## config.mk

```make
export PLATFORM = sky130hd
export DESIGN_NAME = logic_eqn_bist
export DESIGN_NICKNAME = d
export VERILOG_FILES = /design/src/rtl/logic_eqn_bist_pkg.sv /design/src/rtl/logic_eqn_bist_cmp.sv /design/src/rtl/logic_eqn_bist.sv
export SDC_FILE = /design/constraint.sdc
export NUM_CORES = 1
export LEC_CHECK = 0
export ABC_CLOCK_PERIOD_IN_PS = 2900
export CAP_MARGIN = 20
export CELL_PAD_IN_SITES_DETAIL_PLACEMENT = 1
export CELL_PAD_IN_SITES_GLOBAL_PLACEMENT = 1
export CORE_UTILIZATION = 38
export DETAILED_ROUTE_END_ITERATION = 7
export HOLD_SLACK_MARGIN = 0.1
export MAX_ROUTING_LAYER = met4
export PLACE_DENSITY_LB_ADDON = 0.1
export SETUP_SLACK_MARGIN = 0.5
export SYNTH_ARGS = -nofsm -noshare
export SYNTH_HDL_FRONTEND = slang
export SYNTH_HIERARCHICAL = 1
export SYNTH_SLANG_ARGS = --single-unit
```

## constraint.sdc

```tcl
create_clock -name clk_i -period 2.9 [get_ports clk_i]
set_clock_uncertainty 0.1 [all_clocks]
set_input_delay 0.58 -clock clk_i [delete_from_list [all_inputs] [get_ports clk_i]]
set_output_delay 0.58 -clock clk_i [all_outputs]
set_load 0.005 [all_outputs]
```

## src/rtl/logic_eqn_bist_pkg.sv

```systemverilog
// Shared types and helpers for the exhaustive logic-equation BIST family.
// Holds the sweep FSM encoding and the truth-table width helper.
package logic_eqn_bist_pkg;

  typedef enum logic [2:0] {
    ST_IDLE  = 3'd0,
    ST_APPLY = 3'd1,
    ST_WAIT  = 3'd2,
    ST_CHECK = 3'd3,
    ST_DONE  = 3'd4
  } state_t;

  // Table layout: bit [o*2**n_in + v] is output o for input vector v.
  function automatic int tt_width(input int n_in, input int n_out);
    return n_out * (2 ** n_in);
  endfunction

endpackage

```

## src/rtl/logic_eqn_bist_cmp.sv

```systemverilog
// Picks the expected outputs for one vector from the latched truth table and flags a mismatch.
// Purely combinational, no flow control.
module logic_eqn_bist_cmp
  import logic_eqn_bist_pkg::*;
#(
  parameter  int N_IN  = 3,
  parameter  int N_OUT = 2,
  localparam int TT_W  = tt_width(N_IN, N_OUT)
) (
  input  logic [TT_W-1:0]  tt_i,
  input  logic [N_IN-1:0]  vec_i,
  input  logic [N_OUT-1:0] dut_out_i,
  output logic             mismatch_o
);

  localparam int VECS = 2 ** N_IN;

  logic [N_OUT-1:0] w_exp;

  for (genvar g = 0; g < N_OUT; g++) begin : g_row
    logic [VECS-1:0] w_row;
    assign w_row    = tt_i[g*VECS +: VECS];
    assign w_exp[g] = w_row[vec_i];
  end

  assign mismatch_o = |(w_exp ^ dut_out_i);

endmodule

```

## src/rtl/logic_eqn_bist.sv

```systemverilog
// Exhaustive stimulus/response BIST: sweeps all 2**N_IN vectors, SETTLE_CYC+2 cycles each.
// No backpressure; start is ignored while busy, abort returns to idle on the next edge.
module logic_eqn_bist
  import logic_eqn_bist_pkg::*;
#(
  parameter  int N_IN       = 3,
  parameter  int N_OUT      = 2,
  parameter  int SETTLE_CYC = 2,
  localparam int TT_W       = tt_width(N_IN, N_OUT)
) (
  input  logic             clk_i,
  input  logic             rst_n_i,
  input  logic             start_i,
  input  logic             abort_i,
  input  logic [TT_W-1:0]  exp_tt_i,
  input  logic [N_OUT-1:0] dut_out_i,
  output logic [N_IN-1:0]  pat_o,
  output logic             busy_o,
  output logic             done_o,
  output logic             pass_o,
  output logic [N_IN:0]    fail_cnt_o,
  output logic [N_IN-1:0]  first_fail_o
);

  localparam int              SC_W     = (SETTLE_CYC > 1) ? $clog2(SETTLE_CYC) : 1;
  localparam logic [SC_W-1:0] SC_LOAD  = SC_W'((SETTLE_CYC > 0) ? SETTLE_CYC - 1 : 0);
  localparam logic [N_IN-1:0] VEC_LAST = '1;

  state_t          r_state;
  state_t          w_next;
  logic [N_IN-1:0] r_vec;
  logic [SC_W-1:0] r_settle;
  logic [TT_W-1:0] r_tt;
  logic            w_busy;
  logic            w_start;
  logic            w_abort;
  logic            w_mismatch;

  assign w_busy  = (r_state == ST_APPLY) || (r_state == ST_WAIT) || (r_state == ST_CHECK);
  assign w_start = start_i && !abort_i && ((r_state == ST_IDLE) || (r_state == ST_DONE));
  assign w_abort = abort_i && w_busy;

  logic_eqn_bist_cmp #(
    .N_IN  (N_IN),
    .N_OUT (N_OUT)
  ) u_cmp (
    .tt_i       (r_tt),
    .vec_i      (r_vec),
    .dut_out_i  (dut_out_i),
    .mismatch_o (w_mismatch)
  );

  always_comb begin
    w_next = r_state;
    case (r_state)
      ST_IDLE, ST_DONE: if (w_start) w_next = ST_APPLY;
      ST_APPLY:         w_next = (SETTLE_CYC == 0) ? ST_CHECK : ST_WAIT;
      ST_WAIT:          if (r_settle == '0) w_next = ST_CHECK;
      ST_CHECK:         w_next = (r_vec == VEC_LAST) ? ST_DONE : ST_APPLY;
      default:          w_next = ST_IDLE;
    endcase
    if (w_abort) w_next = ST_IDLE;
  end

  always_ff @(posedge clk_i or negedge rst_n_i) begin
    if (!rst_n_i) r_state <= ST_IDLE;
    else          r_state <= w_next;
  end

  always_ff @(posedge clk_i or negedge rst_n_i) begin
    if (!rst_n_i) begin
      r_vec        <= '0;
      r_settle     <= '0;
      r_tt         <= '0;
      pat_o        <= '0;
      fail_cnt_o   <= '0;
      first_fail_o <= '0;
    end else if (w_abort) begin
      r_vec        <= '0;
      pat_o        <= '0;
      fail_cnt_o   <= '0;
      first_fail_o <= '0;
    end else begin
      case (r_state)
        ST_IDLE, ST_DONE: begin
          if (w_start) begin
            r_tt         <= exp_tt_i;
            r_vec        <= '0;
            fail_cnt_o   <= '0;
            first_fail_o <= '0;
          end
        end
        ST_APPLY: begin
          pat_o    <= r_vec;
          r_settle <= SC_LOAD;
        end
        ST_WAIT: begin
          if (r_settle != '0) r_settle <= r_settle - 1'b1;
        end
        ST_CHECK: begin
          // Count saturates naturally: at most 2**N_IN failures fit in N_IN+1 bits.
          if (w_mismatch) begin
            fail_cnt_o <= fail_cnt_o + 1'b1;
            if (fail_cnt_o == '0) first_fail_o <= r_vec;
          end
          if (r_vec != VEC_LAST) r_vec <= r_vec + 1'b1;
        end
        default: ;
      endcase
    end
  end

  assign busy_o = w_busy;
  assign done_o = (r_state == ST_DONE);
  assign pass_o = done_o && (fail_cnt_o == '0);

endmodule

```

==> flow_metrics.py <==
metrics = {
    "cells_and_area": {
        "final.fill_count": 475,
        "design_area_um2": 2250,
        "final_nets": 246,
        "stdcell_count": 271,
        "syn2layout_area_growth_pct": 33.9,
        "final_util_pct": 54.8,
        "n_antenna_cell": 0,
        "drive_gt1_share_pct": 16.7,
    },
    "floorplan": {
        "die_area_um2": 4700,
        "initial_utilization_pct": 40.9,
        "core_area_um2": 4120,
        "io_pins": 35,
        "die_x_um": 68.5,
        "chipHeight_um": 68.5,
        "num_rows": 23,
    },
    "logic_synthesis": {
        "ys_ff_latch": 33,
        "syn_area_um2": 1680,
        "yosysSeqAreaShare_pct": 49.1,
        "synth.most_common_cell": "nand2_1",
        "syn_inst": 175,
        "synthTopCellsByCount": "nand2_1 (57), dfrtp_1 (33), inv_1 (12)",
        "synthTopCellsByArea": "dfrtp_1 (49%), nand2_1 (13%), mux4_1 (6.2%)",
        "syn_avg_cell_area_um2": 9.62,
        "async_flop_share_pct": 100,
        "synth_edf_count": 0,
        "synthDistinctLibCells": 34,
        "syn_nets": 201,
        "yosys.area.top_type": "dfrtp_1",
        "yosysWarnings": 6,
        "synthFlopType": "dfrtp_1",
        "synth_top_cell_area_share_pct": 49.1,
    },
    "global_route": {
        "grt_pass1_vias": 1490,
        "antenna_found_initial": 0,
        "grt_usage_pct": 21.1,
        "grt_start_max_net_pins": 34,
        "grt_pass1_wl_mm": 6.91,
        "grt_overflow_total": 0,
    },
    "place": {
        "dp_slack_ns": 0.228,
        "place_congestion": 0.775,
        "place_area_um2": 2090,
        "port_buffers": 34,
        "place_hpwl_mm": 3.01,
        "dp_cells": 257,
    },
    "critical_path": {
        "startpoint_type": "flip-flop",
        "r2r-start": "r_vec[0]",
        "worstPathRequired_ns": 3.02,
        "critPathKind": "flip-flop to flip-flop",
        "cp-startpoint": "r_vec[0]",
        "worst-r2r-cell-count": 8,
        "cp.arrival_ns": 2.54,
        "cp-end-kind": "flip-flop",
        "ff2ff_setup_slack_ns": 0.48,
        "r2r_end": "fail_cnt_o[3]",
        "cp_max_fo": 6,
        "critical_path.endpoint": "fail_cnt_o[3]",
    },
    "detailed_routing": {
        "drtIter0Drc": 74,
        "wl_per_cell_um": 15.4,
        "post_drt_via_cell_ratio": 5.28,
        "dr.pass1.iters": 5,
        "ant_nets": 0,
        "drt-total-wl_mm": 4.17,
        "drc": 0,
        "vias": 1432,
    },
    "hold_path": {
        "min_from": "r_tt[6]",
        "hold_path_class": "flip-flop to flip-flop",
    },
    "sta": {
        "finalSetupTns_ns": 0,
        "setup_slack_ns": 0.483,
        "worstMarginPinSlew_ns": 0.440,
        "finalHoldViolations": 0,
        "rsz0062_at_grt": "true",
        "maxSlewViolCount": 0,
        "finalCritPeriodShare_pct": 83.4,
        "slew_headroom_pct": 70.7,
        "fmax_mhz": 414,
        "timing.final.crit_period_ns": 2.42,
        "setup_violations": 0,
    },
    "pwr": {
        "p_int_mw": 0.847,
        "combPwrFrac_pct": 23.3,
        "p_sw_mw": 0.366,
        "power.share.sequential_pct": 48.8,
        "p_clk_share_pct": 28.0,
        "p_leak_nw": 1.01,
        "swShare_pct": 30.2,
        "peakVddDrop_uv": 298,
        "power.density_nw_per_um2": 538,
    },
    "cts": {
        "ctsRootBufferMaster": "clkbuf_8",
        "ctsHoldBuffers": 0,
        "cts_tree": "done",
        "cts.sinks": 33,
        "cts_max_level": 2,
        "path_clk_slew_ns": 0.07,
        "cts-buffers-inserted": 5,
        "clockBufferDepth": 2,
        "clock_latency_ns": 0.29,
    },
    "outcome": {
        "status": "complete, no violations",
    },
    "flow_run": {
        "max-cap-violations": 0,
    },
}
[placed cells by master (no fill, tap or decap), drive strengths merged, types with 6 or more instances in the layout]
| master | n |
|---|---|
| o21ai | 7 |
| dfrtp | 33 |
| clkdlybuf4s50 | 34 |
| buf | 11 |
| inv | 12 |
| nand2 | 57 |
| clkbuf | 6 |
[through the flow]
stage               hold WS, ns  total power, mW
floorplan                 0.184            0.741
global placement          0.355            0.832
detailed placement        0.361            0.851
CTS                       0.379             1.21
global route              0.399             1.29
finish                    0.376             1.21
[layout make-up]
class                      count  area [um^2]  share of cell area, %
clock buffer                   6         72.6                   3.22
clock inverter                 2         10.0                  0.444
inverter                      12         45.0                   2.00
multi-input combinational    123          811                   36.0
tap                           50         62.6                   2.78
timing repair buffer          45          423                   18.8
sequential                    33          830                   36.8
[sequential cells by signal, indices dropped and copies added (netlist names)]
name	flops
pat_o	3
first_fail_o	3
r_settle	1
fail_cnt_o	4
r_state	3
r_vec	3
r_tt	16
[worst min path at each step]
| stage | depth (start not counted) | to | slack [ns] |
|---|---|---|---|
| 2_1_floorplan | 0 | fail_cnt_o[0] | 0.18 |
| 3_3_place_gp | 2 | r_tt[5] | 0.35 |
| 3_5_place_dp | 2 | r_tt[6] | 0.36 |
| 4_1_cts | 2 | r_tt[6] | 0.38 |
| 5_1_grt | 2 | r_tt[6] | 0.40 |
| 6_report | 2 | r_tt[6] | 0.38 |
[cell families (layout without fill, tap and decap cells)]
group	Yosys count	count (layout)	share of synthesized area (%)
flops	33	33	49.1
simple gates	76	76	19.6
fa+ha+maj	4	4	2.97
mux	9	9	9.22
buf+inv	19	65	4.46
xor+xnor	3	3	1.56
compound gates	31	31	13.2
[metal layers]
metal	vias to the layer above	GRT usage (%)	part of all wire (%)
met3	7	3.95	3.7
met2	33	37.5	51
met1	705	23.2	43
met5	-	-	0
met4	0	7.81	1.4
li1	687	-	-
[power groups by stage]
| stage | clock, mW | combinational [mW] | sequential (mW) |
|---|---|---|---|
| 4_1_cts | 0.347 | 0.273 | 0.592 |
| 3_3_place_gp | 0 | 0.241 | 0.591 |
| 6_report | 0.339 | 0.282 | 0.591 |
| 2_1_floorplan | 0 | 0.174 | 0.567 |
| 5_1_grt | 0.367 | 0.318 | 0.600 |
| 3_5_place_dp | 0 | 0.256 | 0.595 |
[worst max-delay path, stage by stage (launching register included)]
cell,delay [ns]
dfrtp_2,0.46
mux4_2,0.55
mux2i_2,0.18
xor2_1,0.09
nand2_1,0.10
a21oi_2,0.07
o221a_4,0.32
or3_4,0.33
a21boi_2,0.14
[timing repair]
action                                  4_1_cts  5_1_grt
endpoints found under the setup margin        8        8
pin swaps                                     4        7
gates resized for setup                      10        8
buffers inserted                              3        3
(Power assumes the default switching activity.)
